## src/rtl/bin_to_dec_scan.sv

```systemverilog
// Binary-to-decimal 7-segment scan driver: sequential double-dabble conversion plus digit multiplexing.
// Optional feature macro: LEADING_ZERO_BLANK_EN (blank digits above the most significant non-zero digit).
module bin_to_dec_scan #(
    parameter int unsigned BIN_W   = 8,
    parameter int unsigned DIGITS  = 3,
    parameter int unsigned CLK_HZ  = 100_000_000,
    parameter int unsigned SCAN_HZ = 100
) (
    input  logic              clk,
    input  logic              rst_n,
    input  logic              update,
    input  logic [BIN_W-1:0]  bin_in,
    output logic [6:0]        dk,
    output logic [DIGITS-1:0] select,
    output logic              busy,
    output logic              overflow
);
    localparam int unsigned DIV   = CLK_HZ / SCAN_HZ;
    localparam int unsigned BCD_W = 4 * DIGITS;
    localparam int unsigned CMP_W = ((BIN_W > BCD_W) ? BIN_W : BCD_W) + 1;
    localparam int unsigned CNT_W = $clog2(BIN_W + 1);
    localparam int unsigned DIV_W = $clog2(DIV);
    localparam int unsigned IDX_W = (DIGITS > 1) ? $clog2(DIGITS) : 1;

    function automatic logic [CMP_W-1:0] pow10(input int unsigned n);
        logic [CMP_W-1:0] p;
        p = CMP_W'(1);
        for (int unsigned i = 0; i < n; i++) p = p * CMP_W'(10);
        return p;
    endfunction

    localparam logic [CMP_W-1:0] LIMIT = pow10(DIGITS);

    function automatic logic [6:0] seg7(input logic [3:0] d);
        case (d)
            4'd0: return 7'b1111110;
            4'd1: return 7'b0110000;
            4'd2: return 7'b1101101;
            4'd3: return 7'b1111001;
            4'd4: return 7'b0110011;
            4'd5: return 7'b1011011;
            4'd6: return 7'b1011111;
            4'd7: return 7'b1110000;
            4'd8: return 7'b1111111;
            4'd9: return 7'b1111011;
            default: return 7'b0000000;
        endcase
    endfunction

    typedef enum logic [1:0] {S_IDLE, S_SHIFT, S_DONE} state_t;

    state_t             r_state;
    logic [BIN_W-1:0]   r_shift;
    logic [BCD_W-1:0]   r_bcd;
    logic [CNT_W-1:0]   r_iter;
    logic               r_ovf_next;
    logic [BCD_W-1:0]   r_disp;
    logic               r_overflow;
    logic               r_busy;
    logic [DIV_W-1:0]   r_div;
    logic [IDX_W-1:0]   r_idx;
    logic [6:0]         r_dk;
    logic [DIGITS-1:0]  r_sel;

    logic [BCD_W-1:0]       w_bcd_adj;
    logic [BCD_W+BIN_W-1:0] w_next;
    logic [3:0]             w_digit;
    logic                   w_blank;
    logic [6:0]             w_seg;
    logic [DIGITS-1:0]      w_onehot;
    logic                   w_tick;
    int unsigned            w_idx;

    always_comb begin
        w_bcd_adj = r_bcd;
        for (int unsigned i = 0; i < DIGITS; i++) begin
            if (r_bcd[4*i +: 4] >= 4'd5) w_bcd_adj[4*i +: 4] = r_bcd[4*i +: 4] + 4'd3;
        end
        w_next = {w_bcd_adj, r_shift} << 1;
    end

    always_comb begin
        w_idx    = 32'(r_idx);
        w_digit  = r_disp[4*w_idx +: 4];
        w_onehot = '0;
        w_onehot[r_idx] = 1'b1;
        w_blank  = 1'b0;
`ifdef LEADING_ZERO_BLANK_EN
        // Blank only if this digit and every higher digit are zero; units always shown.
        w_blank = (w_idx != 0);
        for (int unsigned j = 0; j < DIGITS; j++) begin
            if (j >= w_idx && r_disp[4*j +: 4] != 4'd0) w_blank = 1'b0;
        end
`endif
        if (r_overflow)   w_seg = 7'b0000001;
        else if (w_blank) w_seg = 7'b0000000;
        else              w_seg = seg7(w_digit);
    end

    assign w_tick = (r_div == DIV_W'(DIV - 1));

    always_ff @(posedge clk or negedge rst_n) begin
        if (!rst_n) begin
            r_state    <= S_IDLE;
            r_shift    <= '0;
            r_bcd      <= '0;
            r_iter     <= '0;
            r_ovf_next <= 1'b0;
            r_disp     <= '0;
            r_overflow <= 1'b0;
            r_busy     <= 1'b0;
        end else begin
            case (r_state)
                S_IDLE: if (update) begin
                    r_shift    <= bin_in;
                    r_bcd      <= '0;
                    r_iter     <= CNT_W'(BIN_W);
                    r_ovf_next <= (CMP_W'(bin_in) >= LIMIT);
                    r_busy     <= 1'b1;
                    r_state    <= S_SHIFT;
                end
                S_SHIFT: begin
                    r_bcd   <= w_next[BIN_W +: BCD_W];
                    r_shift <= w_next[BIN_W-1:0];
                    r_iter  <= r_iter - 1'b1;
                    if (r_iter == CNT_W'(1)) r_state <= S_DONE;
                end
                S_DONE: begin
                    r_disp     <= r_bcd;
                    r_overflow <= r_ovf_next;
                    r_busy     <= 1'b0;
                    r_state    <= S_IDLE;
                end
                default: r_state <= S_IDLE;
            endcase
        end
    end

    always_ff @(posedge clk or negedge rst_n) begin
        if (!rst_n) begin
            r_div <= '0;
            r_idx <= '0;
            r_dk  <= '0;
            r_sel <= '0;
        end else begin
            r_div <= w_tick ? '0 : r_div + 1'b1;
            if (w_tick) begin
                r_sel <= w_onehot;
                r_dk  <= w_seg;
                r_idx <= (r_idx == IDX_W'(DIGITS - 1)) ? '0 : r_idx + 1'b1;
            end
        end
    end

    assign dk       = r_dk;
    assign select   = r_sel;
    assign busy     = r_busy;
    assign overflow = r_overflow;
endmodule

```

## config.mk

```make
export PLATFORM = sky130hd
export DESIGN_NAME = bin_to_dec_scan
export DESIGN_NICKNAME = d
export VERILOG_FILES = /design/src/rtl/bin_to_dec_scan.sv
export SDC_FILE = /design/constraint.sdc
export NUM_CORES = 1
export LEC_CHECK = 0
export ABC_AREA = 0
export CAP_MARGIN = 10
export CORE_MARGIN = 2
export CORE_UTILIZATION = 45
export CTS_BUF_LIST = sky130_fd_sc_hd__clkbuf_8
export DETAILED_ROUTE_END_ITERATION = 16
export PLACE_DENSITY_LB_ADDON = 0.25
export SLEW_MARGIN = 10
export SYNTH_ARGS = -nofsm -noshare
export SYNTH_HDL_FRONTEND = slang
export SYNTH_SLANG_ARGS = --single-unit
```

## constraint.sdc

```tcl
create_clock -name clk -period 3.05 [get_ports clk]
set_clock_uncertainty 0.1 [all_clocks]
set_input_delay 0.4575 -clock clk [delete_from_list [all_inputs] [get_ports clk]]
set_output_delay 0.4575 -clock clk [all_outputs]
set_load 0.01 [all_outputs]
```

# Yosys cells after proc, flatten, opt, wreduce, memory -nomap -nowiden
# Memory sizes are Yosys's and may differ from the RTL's. A register that Yosys moved wholly into a read port is not among the register bits.
# Index checks and enable logic that the tools add are counted.
# word_totals
reg_bits,64
mem_bits_ro,112
out_inout_bits,12
word_cells,55
mem_count,1
# mem_list
name,words,width,rd,rd_ports_with_merged_regs,write_ports,line_no,text
(name not given),16,7,1,1,0,35,case (d)
# op_classes
addsub,6
magnitude_cmp,5
eq_ne,7
shift,1
muxes,18
reduce_logical,8
# ops
op,count
$pmux 12 s2,1
$add 20x1->20 const B,1
$eq 20x20->1 const B,1
$mux 20,1
$pmux 8 s2,1
$ge 4x3->1 const B,3
$mux 12,1
$mux 4,3
$shiftx 12x5->4,1
$add 4x2->4 const B,2
$mux 8,1
$pmux 4 s2,1
$mux 2,3
$reduce_and 2->1,3
$eq 2x2->1 const B,2
$eq 4x1->1 const B,1
$ne 2x2->1 const B,2
$pmux 2 s2,1
$reduce_bool 2->1,2
$sub 4x1->4 const B,1
$add 3x2->3 const B,1
$lt 2x3->1 const B,1
$mux 3,1
$add 2x1->2 const B,1
8 further kinds,9

# Longest topological paths before layout
# Gate-level depths: netlist of the first run.
# depth
ltp_word,4
depth_mapped,9
mapped_depth_nobuf,8

# Least setup slack after synthesis of the first run
# Ideal clock, no wire load.
# synth_timing
kind,register to register
start,register r_idx[1]
end,register r_dk[3] (netlist: dk[3])
setup_ns,0.127
arrival_ns,1.936
t_required_ns,2.823
setup_slack_ns,0.888
stages_incl_launch_ff,9
n_path_buf,1
synth_period_minus_slack_ns,2.162
cell_sequence,dfrtp_1 > buf_6 > mux2_2 > a22oi_1 > ha_1 > inv_1 > mux2i_1 > a21boi_0 > a21oi_1
# synth_via
elab_chain_len,1
# synth_lines
element,line_no,text
start: declaration,61,logic [IDX_W-1:0] r_idx;
start signal: assignment,150,r_idx <= (r_idx == IDX_W'(DIGITS - 1)) ? '0 : r_idx + 1'b1;
$shiftx 12x5->4,84,w_digit = r_disp[4*w_idx +: 4];
end signal: assignment,149,r_dk <= w_seg;
end: declaration,62,logic [6:0] r_dk;
# No other way between the ends.
# A chain may end at the register's enable or synchronous reset.

# Worst setup path in the final report of the first run
# layout_timing
start,register r_idx[1]
end,register r_dk[0] (netlist: dk[0])
# Same word-level chain as after synthesis.

==> flow_summary.toml, run 1 <==
[detailed_routing]
ant_nets = 0
routed-via-count = 2378
route.detailed.drc = 0
wl_per_cell_um = 13.5
via_per_inst = 5.13
routed_wl_mm = 6.28
first_iter_violations = 123
dr.pass1.iters = 4

[setup_path]
path_cells = "mux2_2, a22oi_1, inv_1, ha_1, nand2_1, a21boi_0, o31ai_1"
crit_fanout = 9
r2r_slack_ns = 0.67
timing.rr.start = "r_idx[1]$_DFFE_PN0N_"
crit_path_max_incr_delay_ns = 0.52
crit_slowest_cell = "dfrtp_1"
crit_path_start_kind = "flip-flop"
endpoint_kind = "flip-flop"
reg2reg_to = "dk[0]$_DFFE_PN0N_"
arrival_ns = 2.53
r2r_cells = 7
worstPathRequired_ns = 3.19
crit_type = "reg -> reg"

[layout]
areaGrowthSynthToFinish_pct = 15.0
final_common_cell = "dfrtp_1"
mostFrequentLayoutCells = "dfrtp_1 (69), nand2_1 (43), o21ai_0 (24)"
final_nets = 386
layout-drive-gt1-share_pct = 11.0
instances_no_fill = 464
final_util_pct = 53.3
antennaDiodeCount = 0
final_cell_area_um2 = 3870

[sta]
maxSlewViolCount = 0
period_minus_slack_ns = 2.38
timing.fmax_mhz = 419
setup_viol = 0
fin_worst_hold_slack_ns = 0.379
tightest_slew_ns = 0.790
hold_violations = 0
rsz0062_at_grt = "no"
finalSetupTns_ns = 0
post-route-period-util_pct = 78.2
fin_ws_ns = 0.665
slew_headroom_pct = 47.3

[floorplanning]
die_w_um = 90.5
die_height_um = 90.5
rows = 31
core_area_um2 = 7250
die_area_um2 = 8180
pin_count = 23
start_util_pct = 46.4

[hold_path]
hold_path.class = "reg -> reg"
hp-start = "r_shift[2]$_DFFE_PN0P_"
hold_end = "r_shift[2]$_DFFE_PN0P_"
holdPathStages = 2

[placed_design]
place_area_um2 = 3670
dp_cells = 447
pre_cts_ws_ns = 0.686
dpl.hpwl_mm = 4.29
gp_congestion = 0.852
io_buffer_count = 21

[clock_tree]
cts_root_buffer = "clkbuf_8"
worstSkewPairLatency_ns = 0.34
cts_tree = "yes"
h-tree-depth = 3
clock-sinks = 69
clkTransAtPathRegs_ns = 0.08
clock_path_buffers = 2
cts_buffers = 9
cts.repair.resized = 0
post_cts_buffers = 0

[global_routing]
grt_usage_pct = 16.9
grt_start_max_net_pins = 27
use_met2_pct = 26.4
use_met3_pct = 3.51
grt_pass1_vias = 2310
busiest_layer = "met2"
grt-ovfl-total = 0
met1_usage_pct = 23.0
antenna_found_initial = 0
grt_pass1_wl_mm = 11.0

[logic_synthesis]
yosys_warnings = 0
ys_seq_area_share_pct = 51.3
yosysTopAreaCellShare_pct = 51.3
netlist_area_um2 = 3360
synth.avg_cell_area_um2 = 10.0
synth_cell_types = 47
async_flop_share_pct = 100
synth_flop_cell = "dfrtp_1"
syn_nets = 362
synth-edff-count = 0
postSynthCellCount = 336
synthTopCellsByArea = "dfrtp_1 (51%), ha_1 (5.6%), nand2_1 (4.8%), o21ai_0 (3.6%), xor2_1 (2.9%)"
synth_top_area_cell = "dfrtp_1"
ys_ff_latch = 69

[power]
finalPower_mw = 2.98
leakagePower_nw = 1.78
power_density_nw_per_um2 = 771
vdd_drop_max_mv = 0.428

[status]
status = "complete, no violations"

[flow_run]
maxCapViolCount = 0
## area by class of cell
class | instances | area (µm²)
multi-input combinational | 235 | 1500
sequential | 69 | 1730
timing repair buffer | 28 | 260
clock buffer | 10 | 138
tap | 99 | 124
fill | 677 | 3390
clock inverter | 6 | 53.8
inverter | 17 | 63.8
## per-layer routing
layer	vias up	share of wire, %
li1	1193	-
met1	1146	50
met2	32	46
met3	7	2.8
met4	0	1.6
met5	-	0
## worst max path at each step
stage | from | to | slack, ns
3_3_place_gp | r_idx[1]$_DFFE_PN0N_ | dk[3]$_DFFE_PN0N_ | 0.77
6_report | r_idx[1]$_DFFE_PN0N_ | dk[0]$_DFFE_PN0N_ | 0.67
4_1_cts | r_idx[1]$_DFFE_PN0N_ | dk[0]$_DFFE_PN0N_ | 0.66
5_1_grt | r_idx[1]$_DFFE_PN0N_ | dk[0]$_DFFE_PN0N_ | 0.42
3_5_place_dp | r_idx[1]$_DFFE_PN0N_ | dk[0]$_DFFE_PN0N_ | 0.69
2_1_floorplan | r_idx[1]$_DFFE_PN0N_ | dk[3]$_DFFE_PN0N_ | 0.89
## state kept, by name (all words and copies together), names as in the netlist
register and count:
r_div 20, r_shift 8, dk 7, r_state 2, r_idx 2, select 1, r_disp 12, r_bcd 12
busy 1, r_iter 4
## cell families (layout without fill, tap and decap cells)
family	count (synthesis)	count (layout)	share of synthesized area, %
simple gates	121	121	17.1
flops	69	69	51.3
compound gates	65	65	12.4
buf+inv	32	61	4.17
xor+xnor	21	21	5.47
fa+ha+maj	15	15	5.58
mux	12	12	3.87
other cells	1	1	0.112
## synthesized netlist by cell type (all sizes together), types with 2 or more instances
cell	n
xor2	11
nand4	3
o31ai	2
and2	2
a21oi	12
and3	4
nand3	18
a211oi	2
mux2i	4
nor3	9
clkbuf	11
a22oi	9
a21boi	3
o32ai	2
inv	17
o21ai	25
a21o	2
nand2b	6
ha	15
nor2	22
xnor2	10
mux2	8
nand2	43
nor2b	4
or3	6
buf	4
dfrtp	69
a31oi	2
## power by group
group | internal (mW) | switching [mW] | leakage (nW)
sequential | 1.13 | 0.166 | 0.904
clock | 0.392 | 0.340 | 0.107
combinational | 0.398 | 0.553 | 0.771
## critical path, delay by kind of cell (launching register included)
kind | cells | cell delay [ns]
and+or+nand+nor | 1 | 0.08
buffers and inverters | 1 | 0.18
DFF | 1 | 0.52
AOI/OAI and AO/OA | 3 | 0.81
muxes | 1 | 0.37
adders and majority gates | 1 | 0.23
## repair_timing
| action | in CTS | in global routing |
|---|---|---|
| endpoints found under the hold margin | 2 | 0 |
| hold buffers | 1 | 0 |
| endpoints found under the setup margin | 0 | 0 |
(Power assumes the default switching activity.)
==> inputs of run 2 (changes only) <==
==> constraint.sdc (replaced) <==
create_clock -name clk -period 1.9 [get_ports clk]
set_clock_uncertainty 0.1 [all_clocks]
set_input_delay 0.285 -clock clk [delete_from_list [all_inputs] [get_ports clk]]
set_output_delay 0.285 -clock clk [all_outputs]
set_load 0.01 [all_outputs]
==> run 2 against run 1 <==
  * The run now ends with setup timing left
  * Fmax is 24% higher
  * Combinational power grew 79%
  * Worst hold slack hardly changed
  * Total power is 64% higher
  * Critical path depth stayed put
  * Via count grew 5.6%
  * First-iteration DRC count fell by 51%
  * Cell count is 6.0% higher
  * Clock power increased by 48%
  * Sequential share of layout area fell by 3.6 points
  * Register-to-register slack worse by 0.69 ns
  * Sequential cell count is the same
  * Critical path type unchanged
  * Critical endpoint is now dk[3]$_DFFE_PN0N_
==> flow_summary.toml, run 2 (synthesized netlist as in run 1, its figures left out) <==
[floorplanning]
die_w_um = 90.5
pin_count = 23
start_util_pct = 46.4
die_area_um2 = 8180
core_area_um2 = 7250
rows = 31
die_height_um = 90.5

[clock_tree]
worstSkewPairLatency_ns = 0.33
clock-sinks = 69
cts_buffers = 9
cts_tree = "yes"
h-tree-depth = 3
cts_root_buffer = "clkbuf_8"
clkTransAtPathRegs_ns = 0.07
clock_path_buffers = 2

[detailed_routing]
dr.pass1.iters = 6
ant_nets = 0
first_iter_violations = 60
wl_per_cell_um = 13.2
routed_wl_mm = 6.49
via_per_inst = 5.10
routed-via-count = 2510
route.detailed.drc = 0

[status]
status = "complete, but fails checks"
violations = "setup timing"

[power]
pwr-share-seq_pct = 43.1
power_density_nw_per_um2 = 1160
p_comb_share_pct = 34.8
vdd_drop_max_mv = 0.841
clockPowerShare_pct = 22.1
p_switching_mw = 1.74
switching_share_pct = 35.7
leakagePower_nw = 1.94
p_int_mw = 3.14

[layout]
layout-drive-gt1-share_pct = 22.1
final_cell_area_um2 = 4210
areaGrowthSynthToFinish_pct = 25.3
reg.largest.list = "r_div x20, r_bcd x12, r_disp x12"
largest_reg_flops = 20
fillerInstances = 626
top_register = "r_div"
final_nets = 415
mostFrequentLayoutCells = "dfrtp_1 (68), nand2_1 (42), buf_4 (31)"
final_common_cell = "dfrtp_1"
antennaDiodeCount = 0

[placed_design]
dpl.hpwl_mm = 4.46
place_area_um2 = 3900
io_buffer_count = 21
gp_congestion = 0.814

[hold_path]
hold_end = "r_shift[2]$_DFFE_PN0P_"
holdPathStages = 2
hp-start = "r_shift[2]$_DFFE_PN0P_"
hold_path.class = "reg -> reg"

[setup_path]
timing.rr.start = "r_idx[1]$_DFFE_PN0N_"
worstPathRequired_ns = 2.03
crit_type = "reg -> reg"
r2r_cells = 7
crit_slowest_cell = "dfrtp_2"
reg2reg_to = "dk[3]$_DFFE_PN0N_"
crit_path_start_kind = "flip-flop"
arrival_ns = 2.05
r2r_slack_ns = -0.02
endpoint_kind = "flip-flop"
crit_fanout = 5
crit_path_max_incr_delay_ns = 0.44
path_cells = "mux2_4, a22oi_2, ha_1, inv_1, mux2i_1, a21boi_1, a21oi_1"

[sta]
rsz0062_at_grt = "yes"
fin_ws_ns = -0.0249
hold_violations = 0
tightest_slew_ns = 0.717
maxSlewViolCount = 0
timing.fmax_mhz = 520
setup_viol = 2
finalSetupTns_ns = -0.0482
slew_headroom_pct = 52.1
post-route-period-util_pct = 101
period_minus_slack_ns = 1.92

[global_routing]
grt_pass1_wl_mm = 11.0
antenna_found_initial = 0
grt_usage_pct = 16.5
grt-ovfl-total = 0
grt_pass1_vias = 2469
grt_start_max_net_pins = 70

[flow_run]
maxCapViolCount = 0
run 2: cell types whose count changed in the layout (fill, tap and decap cells not counted), moves of 2 or more:
cell,delta
a21boi_1,+2
ha_4,+2
clkinv_2,-3
buf_6,+2
buf_4,+25
or3_4,+2
buf_12,+2
a21boi_0,-2
a22oi_1,-2
clkbuf_8,+2
or3_1,-2
a22oi_2,+2
ha_1,-5
ha_2,+3
run 2: final cells by class:
class / count / area (µm²) / share of cell area (%)
clock buffer: 12 / 165 / 3.92
sequential: 69 / 1730 / 41.0
inverter: 17 / 63.8 / 1.51
multi-input combinational: 235 / 1610 / 38.2
tap: 99 / 124 / 2.94
timing repair buffer: 57 / 510 / 12.1
clock inverter: 3 / 12.5 / 0.297
run 2: how the worst max path moves through the flow:
stage	start	end	slack (ns)
after floorplan	r_idx[1]$_DFFE_PN0N_	dk[0]$_DFFE_PN0N_	-0.06
after global placement	update	r_bcd[3]$_DFFE_PN0P_	-0.05
after detailed placement	update	r_bcd[3]$_DFFE_PN0P_	-0.07
after CTS	r_idx[1]$_DFFE_PN0N_	dk[3]$_DFFE_PN0N_	-0.02
after global routing	r_idx[1]$_DFFE_PN0N_	dk[2]$_DFFE_PN0N_	-0.11
final	r_idx[1]$_DFFE_PN0N_	dk[3]$_DFFE_PN0N_	-0.02
run 2: routing by layer:
layer,GRT usage [%],part of all wire (%)
met5,0,0
met4,7.05,1.2
met3,2.92,2.5
met2,27.6,48
met1,21.1,48
run 2: power groups by stage:
stage / clock network (mW) / logic (mW) / registers (mW)
after floorplan: 0 / 1.20 / 2.04
after detailed placement: 0 / 1.65 / 2.12
after CTS: 1.11 / 1.67 / 2.10
final: 1.08 / 1.70 / 2.10
after global routing: 1.17 / 1.93 / 2.14
after global placement: 0 / 1.59 / 2.11
run 2: repair_timing:
item / in CTS / in global routing
endpoints found under the setup margin: 5 / 10
pin swaps: 1 / 8
buffers inserted: 1 / 5
endpoints found under the hold margin: 69 / 0
resized for setup: 2 / 16
hold buffers: 1 / 0
run 2: worst max-delay path: cells and delay by family (launching register included):
family / cells / cell delay [ns]
AO/OA/AOI/OAI: 3 / 0.52
multiplexers: 2 / 0.38
adder cells (fa/ha/maj): 1 / 0.31
flip-flops: 1 / 0.44
buffers and inverters: 1 / 0.06
run 2: stage by stage:
step / setup slack [ns] / power (mW) / cells / util, % / hold slack [ns]
finish: -0.0249 / 4.88 / 492 / 58.1 / 0.379
global route: -0.106 / 5.25 / 492 / 58.1 / 0.403
CTS: -0.0180 / 4.88 / 487 / 56.5 / 0.385
detailed placement: -0.0720 / 3.77 / 470 / 53.8 / 0.238
global placement: -0.0541 / 3.71 / 470 / 53.8 / 0.237
floorplan: -0.0621 / 3.25 / 336 / - / -0.111
==> inputs of run 3 (changes only) <==
--- a/config.mk
+++ b/config.mk
@@ -6,7 +6,7 @@
 export NUM_CORES = 1
 export LEC_CHECK = 0
 export ABC_AREA = 0
-export CAP_MARGIN = 10
+export CAP_MARGIN = 5
 export CORE_MARGIN = 2
 export CORE_UTILIZATION = 45
 export CTS_BUF_LIST = sky130_fd_sc_hd__clkbuf_8
==> results of run 3 <==
Same layout as run 2: the final DEF is identical, and so are final timing and power.
